<file path="src/rtl/axi_burst_master.sv">
// axi_burst_master
// Command-driven AXI4 master. Each accepted command issues exactly one INCR
// burst: a write burst whose beats come from the local wr_* stream, or a
// read burst whose beats are handed to the local rd_* stream. Completion is
// reported with a one-cycle done_valid pulse carrying the final response
// and a beat-count/last mismatch flag.
//
// Ports
//   clk, rst                   clock, synchronous active-high reset
//   cmd_valid/ready            command handshake
//   cmd_write/addr/len         direction, byte start address, beats-1
//   wr_data/valid/ready        local write-data stream (pass-through to W)
//   rd_data/last/valid/ready   local read-data stream (pass-through from R)
//   done_valid/resp/err        completion pulse, response, mismatch flag
//   busy                       high while a command is in progress
//   m_axi_aw*/w*/b*/ar*/r*     AXI4 master channels
module axi_burst_master #(
    parameter int                  DATA_WIDTH = 32,
    parameter int                  ADDR_WIDTH = 16,
    parameter int                  STRB_WIDTH = DATA_WIDTH / 8,
    parameter int                  ID_WIDTH   = 1,
    parameter logic [ID_WIDTH-1:0] AXI_ID     = '0
) (
    input  logic                  clk,
    input  logic                  rst,

    input  logic                  cmd_valid,
    output logic                  cmd_ready,
    input  logic                  cmd_write,
    input  logic [ADDR_WIDTH-1:0] cmd_addr,
    input  logic [7:0]            cmd_len,

    input  logic [DATA_WIDTH-1:0] wr_data,
    input  logic                  wr_valid,
    output logic                  wr_ready,

    output logic [DATA_WIDTH-1:0] rd_data,
    output logic                  rd_last,
    output logic                  rd_valid,
    input  logic                  rd_ready,

    output logic                  done_valid,
    output logic [1:0]            done_resp,
    output logic                  done_err,
    output logic                  busy,

    output logic [ID_WIDTH-1:0]   m_axi_awid,
    output logic [ADDR_WIDTH-1:0] m_axi_awaddr,
    output logic [7:0]            m_axi_awlen,
    output logic [2:0]            m_axi_awsize,
    output logic [1:0]            m_axi_awburst,
    output logic                  m_axi_awlock,
    output logic [3:0]            m_axi_awcache,
    output logic [2:0]            m_axi_awprot,
    output logic                  m_axi_awvalid,
    input  logic                  m_axi_awready,

    output logic [DATA_WIDTH-1:0] m_axi_wdata,
    output logic [STRB_WIDTH-1:0] m_axi_wstrb,
    output logic                  m_axi_wlast,
    output logic                  m_axi_wvalid,
    input  logic                  m_axi_wready,

    input  logic [ID_WIDTH-1:0]   m_axi_bid,
    input  logic [1:0]            m_axi_bresp,
    input  logic                  m_axi_bvalid,
    output logic                  m_axi_bready,

    output logic [ID_WIDTH-1:0]   m_axi_arid,
    output logic [ADDR_WIDTH-1:0] m_axi_araddr,
    output logic [7:0]            m_axi_arlen,
    output logic [2:0]            m_axi_arsize,
    output logic [1:0]            m_axi_arburst,
    output logic                  m_axi_arlock,
    output logic [3:0]            m_axi_arcache,
    output logic [2:0]            m_axi_arprot,
    output logic                  m_axi_arvalid,
    input  logic                  m_axi_arready,

    input  logic [ID_WIDTH-1:0]   m_axi_rid,
    input  logic [DATA_WIDTH-1:0] m_axi_rdata,
    input  logic [1:0]            m_axi_rresp,
    input  logic                  m_axi_rlast,
    input  logic                  m_axi_rvalid,
    output logic                  m_axi_rready
);

    localparam logic [2:0]            AXSIZE     = 3'($clog2(STRB_WIDTH));
    localparam logic [ADDR_WIDTH-1:0] ALIGN_MASK = ~ADDR_WIDTH'(STRB_WIDTH - 1);

    typedef enum logic [2:0] {IDLE, AW, W, B, AR, R} state_t;

    state_t                  state, state_next;
    logic [ADDR_WIDTH-1:0]   addr;
    logic [7:0]              len;
    logic [7:0]              cnt;     // beats remaining minus 1
    logic [1:0]              sticky;  // first non-OKAY rresp of this burst
    logic                    done_next, err_next;
    logic [1:0]              resp_next;
    logic                    cmd_fire, w_fire, r_fire;

    // IDs are constant and there is one burst in flight, so returned IDs carry no information.
    logic unused_ids;
    assign unused_ids = ^{m_axi_bid, m_axi_rid};

    assign cmd_ready = (state == IDLE);
    assign busy      = (state != IDLE);
    assign cmd_fire  = cmd_valid && (state == IDLE);
    assign w_fire    = (state == W) && wr_valid && m_axi_wready;
    assign r_fire    = (state == R) && m_axi_rvalid && rd_ready;

    // Address channels: valid is a pure state decode, so it rises one cycle
    // after the command handshake and drops the cycle after its own handshake.
    assign m_axi_awid    = AXI_ID;
    assign m_axi_awaddr  = addr;
    assign m_axi_awlen   = len;
    assign m_axi_awsize  = AXSIZE;
    assign m_axi_awburst = 2'b01;
    assign m_axi_awlock  = 1'b0;
    assign m_axi_awcache = 4'b0011;
    assign m_axi_awprot  = 3'b000;
    assign m_axi_awvalid = (state == AW);

    assign m_axi_arid    = AXI_ID;
    assign m_axi_araddr  = addr;
    assign m_axi_arlen   = len;
    assign m_axi_arsize  = AXSIZE;
    assign m_axi_arburst = 2'b01;
    assign m_axi_arlock  = 1'b0;
    assign m_axi_arcache = 4'b0011;
    assign m_axi_arprot  = 3'b000;
    assign m_axi_arvalid = (state == AR);

    // Data channels are combinational pass-throughs, gated by state.
    assign m_axi_wdata  = wr_data;
    assign m_axi_wstrb  = '1;
    assign m_axi_wlast  = (state == W) && (cnt == 8'd0);
    assign m_axi_wvalid = (state == W) && wr_valid;
    assign wr_ready     = (state == W) && m_axi_wready;

    assign m_axi_bready = (state == B);

    assign rd_data      = m_axi_rdata;
    assign rd_last      = m_axi_rlast;
    assign rd_valid     = (state == R) && m_axi_rvalid;
    assign m_axi_rready = (state == R) && rd_ready;

    always_ff @(posedge clk) begin
        if (rst) state <= IDLE;
        else     state <= state_next;
    end

    always_comb begin
        state_next = state;
        done_next  = 1'b0;
        resp_next  = done_resp;
        err_next   = done_err;
        case (state)
            IDLE: if (cmd_valid) state_next = cmd_write ? AW : AR;
            AW:   if (m_axi_awready) state_next = W;
            AR:   if (m_axi_arready) state_next = R;
            W:    if (w_fire && cnt == 8'd0) state_next = B;
            B: begin
                if (m_axi_bvalid) begin
                    state_next = IDLE;
                    done_next  = 1'b1;
                    resp_next  = m_axi_bresp;
                    err_next   = 1'b0;
                end
            end
            R: begin
                // rlast ends the burst wherever it lands; running out of
                // beats without rlast also ends it. Either mismatch is flagged.
                if (r_fire && (m_axi_rlast || cnt == 8'd0)) begin
                    state_next = IDLE;
                    done_next  = 1'b1;
                    resp_next  = (sticky != 2'b00) ? sticky : m_axi_rresp;
                    err_next   = m_axi_rlast ? (cnt != 8'd0) : 1'b1;
                end
            end
            default: state_next = IDLE;
        endcase
    end

    always_ff @(posedge clk) begin
        if (rst) begin
            addr       <= '0;
            len        <= '0;
            cnt        <= '0;
            sticky     <= 2'b00;
            done_valid <= 1'b0;
            done_resp  <= 2'b00;
            done_err   <= 1'b0;
        end else begin
            done_valid <= done_next;
            done_resp  <= resp_next;
            done_err   <= err_next;
            if (cmd_fire) begin
                addr   <= cmd_addr & ALIGN_MASK;
                len    <= cmd_len;
                cnt    <= cmd_len;
                sticky <= 2'b00;
            end
            if (w_fire || r_fire) cnt <= cnt - 8'd1;
            if (r_fire && sticky == 2'b00) sticky <= m_axi_rresp;
        end
    end

endmodule
</file>
<file path="config.mk">
export PLATFORM = sky130hd
export DESIGN_NAME = axi_burst_master
export DESIGN_NICKNAME = d
export VERILOG_FILES = /design/src/rtl/axi_burst_master.sv
export SDC_FILE = /design/constraint.sdc
export NUM_CORES = 1
export LEC_CHECK = 0
export CAP_MARGIN = 20
export CORE_ASPECT_RATIO = 0.5
export CORE_UTILIZATION = 30
export CTS_CLUSTER_SIZE = 14
export DETAILED_ROUTE_END_ITERATION = 10
export GPL_ROUTABILITY_DRIVEN = 1
export GPL_TIMING_DRIVEN = 0
export PLACE_DENSITY = 0.88
export SLEW_MARGIN = 25
export SYNTH_ARGS = -nofsm -noshare
export SYNTH_HDL_FRONTEND = slang
export SYNTH_SLANG_ARGS = --single-unit
</file>
<file path="constraint.sdc">
create_clock -name clk -period 4 [get_ports clk]
set_input_delay 1.2 -clock clk [delete_from_list [all_inputs] [get_ports clk]]
set_output_delay 1.2 -clock clk [all_outputs]
set_load 0.02 [all_outputs]
</file>
==> results of run 1 <==
-- worst max-delay path, delay by kind of cell --
| family | cells | cell delay, ns |
|---|---|---|
| simple gates | 1 | 0.09 |
| buf+inv | 3 | 1.17 |
-- registers in the layout, summed over array words and instances, names as in the netlist --
| register | count |
|---|---|
| done_valid | 1 |
| m_axi_arlen | 8 |
| m_axi_araddr | 14 |
| done_resp | 2 |
| done_err | 1 |
| state | 3 |
| sticky | 2 |
| cnt | 8 |
-- where the power goes --
part           total, W  internal (W)  switching, W
Clock          0.000450      0.000294      0.000156
Sequential     0.000552      0.000472     0.0000799
Combinational   0.00115      0.000562      0.000587
-- how the worst min path moves through the flow --
| stage | startpoint | end | slack (ns) | cells after the start |
|---|---|---|---|---|
| after floorplan | cnt[7]$_SDFFE_PP0P_ | cnt[7]$_SDFFE_PP0P_ | 0.48 | 2 |
| after global placement | m_axi_araddr[15]$_SDFFE_PP0P_ | m_axi_araddr[15]$_SDFFE_PP0P_ | 0.46 | 2 |
| after detailed placement | m_axi_araddr[13]$_SDFFE_PP0P_ | m_axi_araddr[13]$_SDFFE_PP0P_ | 0.47 | 2 |
| after CTS | m_axi_araddr[13]$_SDFFE_PP0P_ | m_axi_araddr[13]$_SDFFE_PP0P_ | 0.47 | 2 |
| after global routing | m_axi_araddr[8]$_SDFFE_PP0P_ | m_axi_araddr[8]$_SDFFE_PP0P_ | 0.48 | 2 |
| final | m_axi_araddr[13]$_SDFFE_PP0P_ | m_axi_araddr[13]$_SDFFE_PP0P_ | 0.47 | 2 |
-- cells by family (layout without fill, tap and decap cells) --
kind of cell | after synthesis | after routing
compound gates | 56 | 56
flops | 39 | 39
simple gates | 103 | 103
mux | 6 | 6
fa+ha+maj | 2 | 2
xor+xnor | 1 | 1
other cells | 2 | 36
buf+inv | 145 | 313
-- cells in the final DEF, fill, tap and decap left out, types with 2 or more instances in the layout --
master / instances
sky130_fd_sc_hd__nor3_1: 3
sky130_fd_sc_hd__or3_1: 3
sky130_fd_sc_hd__nor2_1: 20
sky130_fd_sc_hd__conb_1: 36
sky130_fd_sc_hd__buf_6: 2
sky130_fd_sc_hd__and2_1: 5
sky130_fd_sc_hd__nand2_1: 56
sky130_fd_sc_hd__inv_1: 9
sky130_fd_sc_hd__dfxtp_1: 39
sky130_fd_sc_hd__clkdlybuf4s50_1: 160
sky130_fd_sc_hd__clkbuf_1: 7
sky130_fd_sc_hd__clkbuf_16: 5
sky130_fd_sc_hd__a31oi_1: 7
sky130_fd_sc_hd__o211ai_1: 3
sky130_fd_sc_hd__nand2b_1: 2
sky130_fd_sc_hd__a211oi_1: 2
sky130_fd_sc_hd__ha_1: 2
sky130_fd_sc_hd__nor3b_1: 2
sky130_fd_sc_hd__a21oi_1: 26
sky130_fd_sc_hd__buf_4: 123
sky130_fd_sc_hd__a41oi_1: 2
sky130_fd_sc_hd__nand3_1: 3
sky130_fd_sc_hd__o311ai_0: 2
sky130_fd_sc_hd__nor2b_1: 2
sky130_fd_sc_hd__mux2i_1: 6
sky130_fd_sc_hd__o21ai_0: 5
sky130_fd_sc_hd__buf_2: 4
-- metal layers --
metal	wire, um	track usage	up-vias
li1	-	-	1404
met4	53	0.0342	0
met2	4310	0.302	129
met1	2920	0.168	1260
met3	496	0.0219	7
met5	0	0	-
-- final cells by class --
type	instances	area, um^2
fillers	791	4010
repair buffers	160	1600
multi-input cells	204	1060
plain buffers	136	992
flip-flops and latches	39	781
well taps	117	146
clock buffers	5	125
clock inverters	3	43.8
inverters	9	33.8
-- stage by stage --
step / power [W] / setup slack [ns] / std cells / hold WS, ns / instance area (um^2)
2_1_floorplan: 0.00125 / 1.29 / 388 / 0.478 / 2870
3_3_place_gp: 0.00168 / 0.371 / 665 / 0.458 / 4620
3_5_place_dp: 0.00170 / 0.326 / 665 / 0.466 / 4620
4_1_cts: 0.00216 / 0.328 / 673 / 0.474 / 4790
5_1_grt: 0.00227 / 0.250 / 673 / 0.485 / 4790
6_report: 0.00215 / 0.340 / 673 / 0.471 / 4790
==> results summary, run 1 <==
The flow ran to the end, and the final reports show no timing, DRC or antenna violations. The vertical die dimension came out at 69.6 um. The most critical setup path has its startpoint at m_axi_rvalid. The most repeated library cell on the critical path is sky130_fd_sc_hd__clkdlybuf4s50_1. The count of unique library cells instantiated by Yosys is 42. The number of placement rows is 24. The async set-or-reset flop fraction in the synthesized netlist is 0.

The share of cell area taken by muxes after synthesis is 0.0219. Once detailed placement completed, the half-perimeter wirelength came to 6490 um. The tree built by TritonCTS fans out to 39 sinks.

In this run the critical register-to-register path is launched from cnt[0]$_SDFFE_PP0P_. The clock edge transition at the registers on the reported setup and hold paths came out at 0.06 ns. The final setup violation count came out at 0. Across the run, the number of max-cap violations was 0. The number of instances resized during post-cts repair came out at 0.

After synthesis, the cell types taking the most area are sky130_fd_sc_hd__buf_4, sky130_fd_sc_hd__dfxtp_1, sky130_fd_sc_hd__nand2_1. The wire length per cell after detailed routing is 11.6 um. The transition time at the pin with the least slew margin came out at 0.504 ns.

The number of cell instances on the worst register-to-register path is 7. The wire length of the first global-routing pass is 11700 um. The global placement routability congestion is 0.843.

The die covers 0.00956 mm^2. The arrival time of the worst setup path came out at 2.46 ns. The DRC violation count after routing is 0.

The share of Yosys cell area claimed by the top area cell type is 0.337. The post-CTS setup repair buffer count is 0. Measured against its own limit, the worst slew margin works out to 0.664. The mean number of vias per cell is 4.16.

The maximum root-to-sink buffer count is 2. The area fraction in compound gates after synthesis came out at 0.131. Relative to the synthesized area, the layout overhead comes to 74.5%. The number of H-tree levels is 2. The simple-gate share of the synthesized area is 0.173. For this run, the register share of the synthesized area comes to 0.285. Yosys instantiated no cell more often than sky130_fd_sc_hd__buf_4. The worst setup path is of the input pin to output port kind. The setup slack on the worst flop-to-flop path came out at 2.11 ns. The number of optimization iterations in the first detailed-route pass is 4. The number of max-slew violations in the final report came out at 0. Power spread over the standard cell area amounts to 449 mW/mm^2. For this run the aggregate overflow at the end of global routing stands at 0. The number of hold buffers added after CTS is 0. The fraction of synthesized cell area in xor and xnor cells is 0.00319. The critical path goes through clkdlybuf4s50_1 -> inv_1 -> nor2_1 -> clkdlybuf4s50_1. The worst-case vdd ir drop is 0.267 mV. Setup repair after global routing left no endpoint under its margin. The cell with the biggest individual delay on the critical path is sky130_fd_sc_hd__clkdlybuf4s50_1.

Entering global routing, the biggest net connects 14 pins. The cell taking the most area after synthesis is sky130_fd_sc_hd__buf_4. Yosys mapped a number of flops with a built-in enable equal to 0. The smallest clock period supported by the final layout is computed as 3.66 ns. For this run, the share of the core covered by cells in the final layout is 0.544. The flip-flop and latch count after synthesis came out at 39. The number of antenna violations at the first check in global routing was 0. The floorplan step defined a core boundary enclosing 0.00880 mm^2. Of the total synthesized cell area, the portion taken by full adders, half adders and majority gates is 0.00912.

The count of antenna-violating nets left after detailed routing is 0. Counting instances in the post-synthesis netlist gives the leading cell types as sky130_fd_sc_hd__buf_4, sky130_fd_sc_hd__nand2_1, sky130_fd_sc_hd__dfxtp_1. The clock tree from TritonCTS is built. The count of boundary I/O pins came out at 265. The worst register-to-register path ends at done_resp[1]$_SDFFE_PP0P_. The final cycle utilization of the critical path came out at 0.915. The number of buffers added by the clock tree synthesis step came out at 5. The maximum fanout encountered on the critical timing path came out at 3. The via count of the first global-routing pass came out at 2497. The total of warnings raised by yosys came out at 0. In the final design database the tool counted 663 nets. The primary flip-flop cell chosen by synthesis mapping is sky130_fd_sc_hd__dfxtp_1. Summed over all cells, the static leakage comes to 2.11 nW.

Following the worst setup path forward leads to its endpoint at rd_valid. Counting every instance in the synthesized netlist gives 354. The category of the worst setup path capture point is an output port. The peak clock frequency supported by timing is 0.273 GHz. The setup clock skew after layout came out at 0.00476 ns. The worst setup path is launched from an input pin. The initial core utilization came out at 0.312. The type of the most critical hold path is flop to flop.

The setup TNS after final layout came out at 0 ns. The clock reaches the later pin of the worst-skew pair after 0.28 ns. The root buffer selected by CTS is sky130_fd_sc_hd__clkbuf_16. The number of DRC markers after the initial detailed-route iteration is 135. The x dimension of the die came out at 137 um. The final count of hold timing violations is 0. The synthesized area per cell came out at 7.75 um^2. The data required time at the worst endpoint came out at 2.80 ns. The via count is 2800. During placement, the flow inserted port buffers numbering 160.

The total length of routed wires is 7780 um. The critical path's largest stage delay is 0.61 ns. The total standard cell area after synthesis is 0.00274 mm^2. The fraction of final layout cells sized beyond drive strength 1 is 0.261. The global routing usage summed across all routing layers is 0.152.

The repair_antennas step left the layout with diodes totalling 0. By area, the combinational part of the netlist is dominated by buffers and inverters.
Power figures use the tool's default switching activity.
==> inputs of run 2 (changes only) <==
--- a/config.mk
+++ b/config.mk
@@ -17,3 +17,4 @@
 export SYNTH_ARGS = -nofsm -noshare
 export SYNTH_HDL_FRONTEND = slang
 export SYNTH_SLANG_ARGS = --single-unit
+export TNS_END_PERCENT = 20
==> results of run 2 <==
The final DEF is identical to that of run 1; final timing and power are the same.
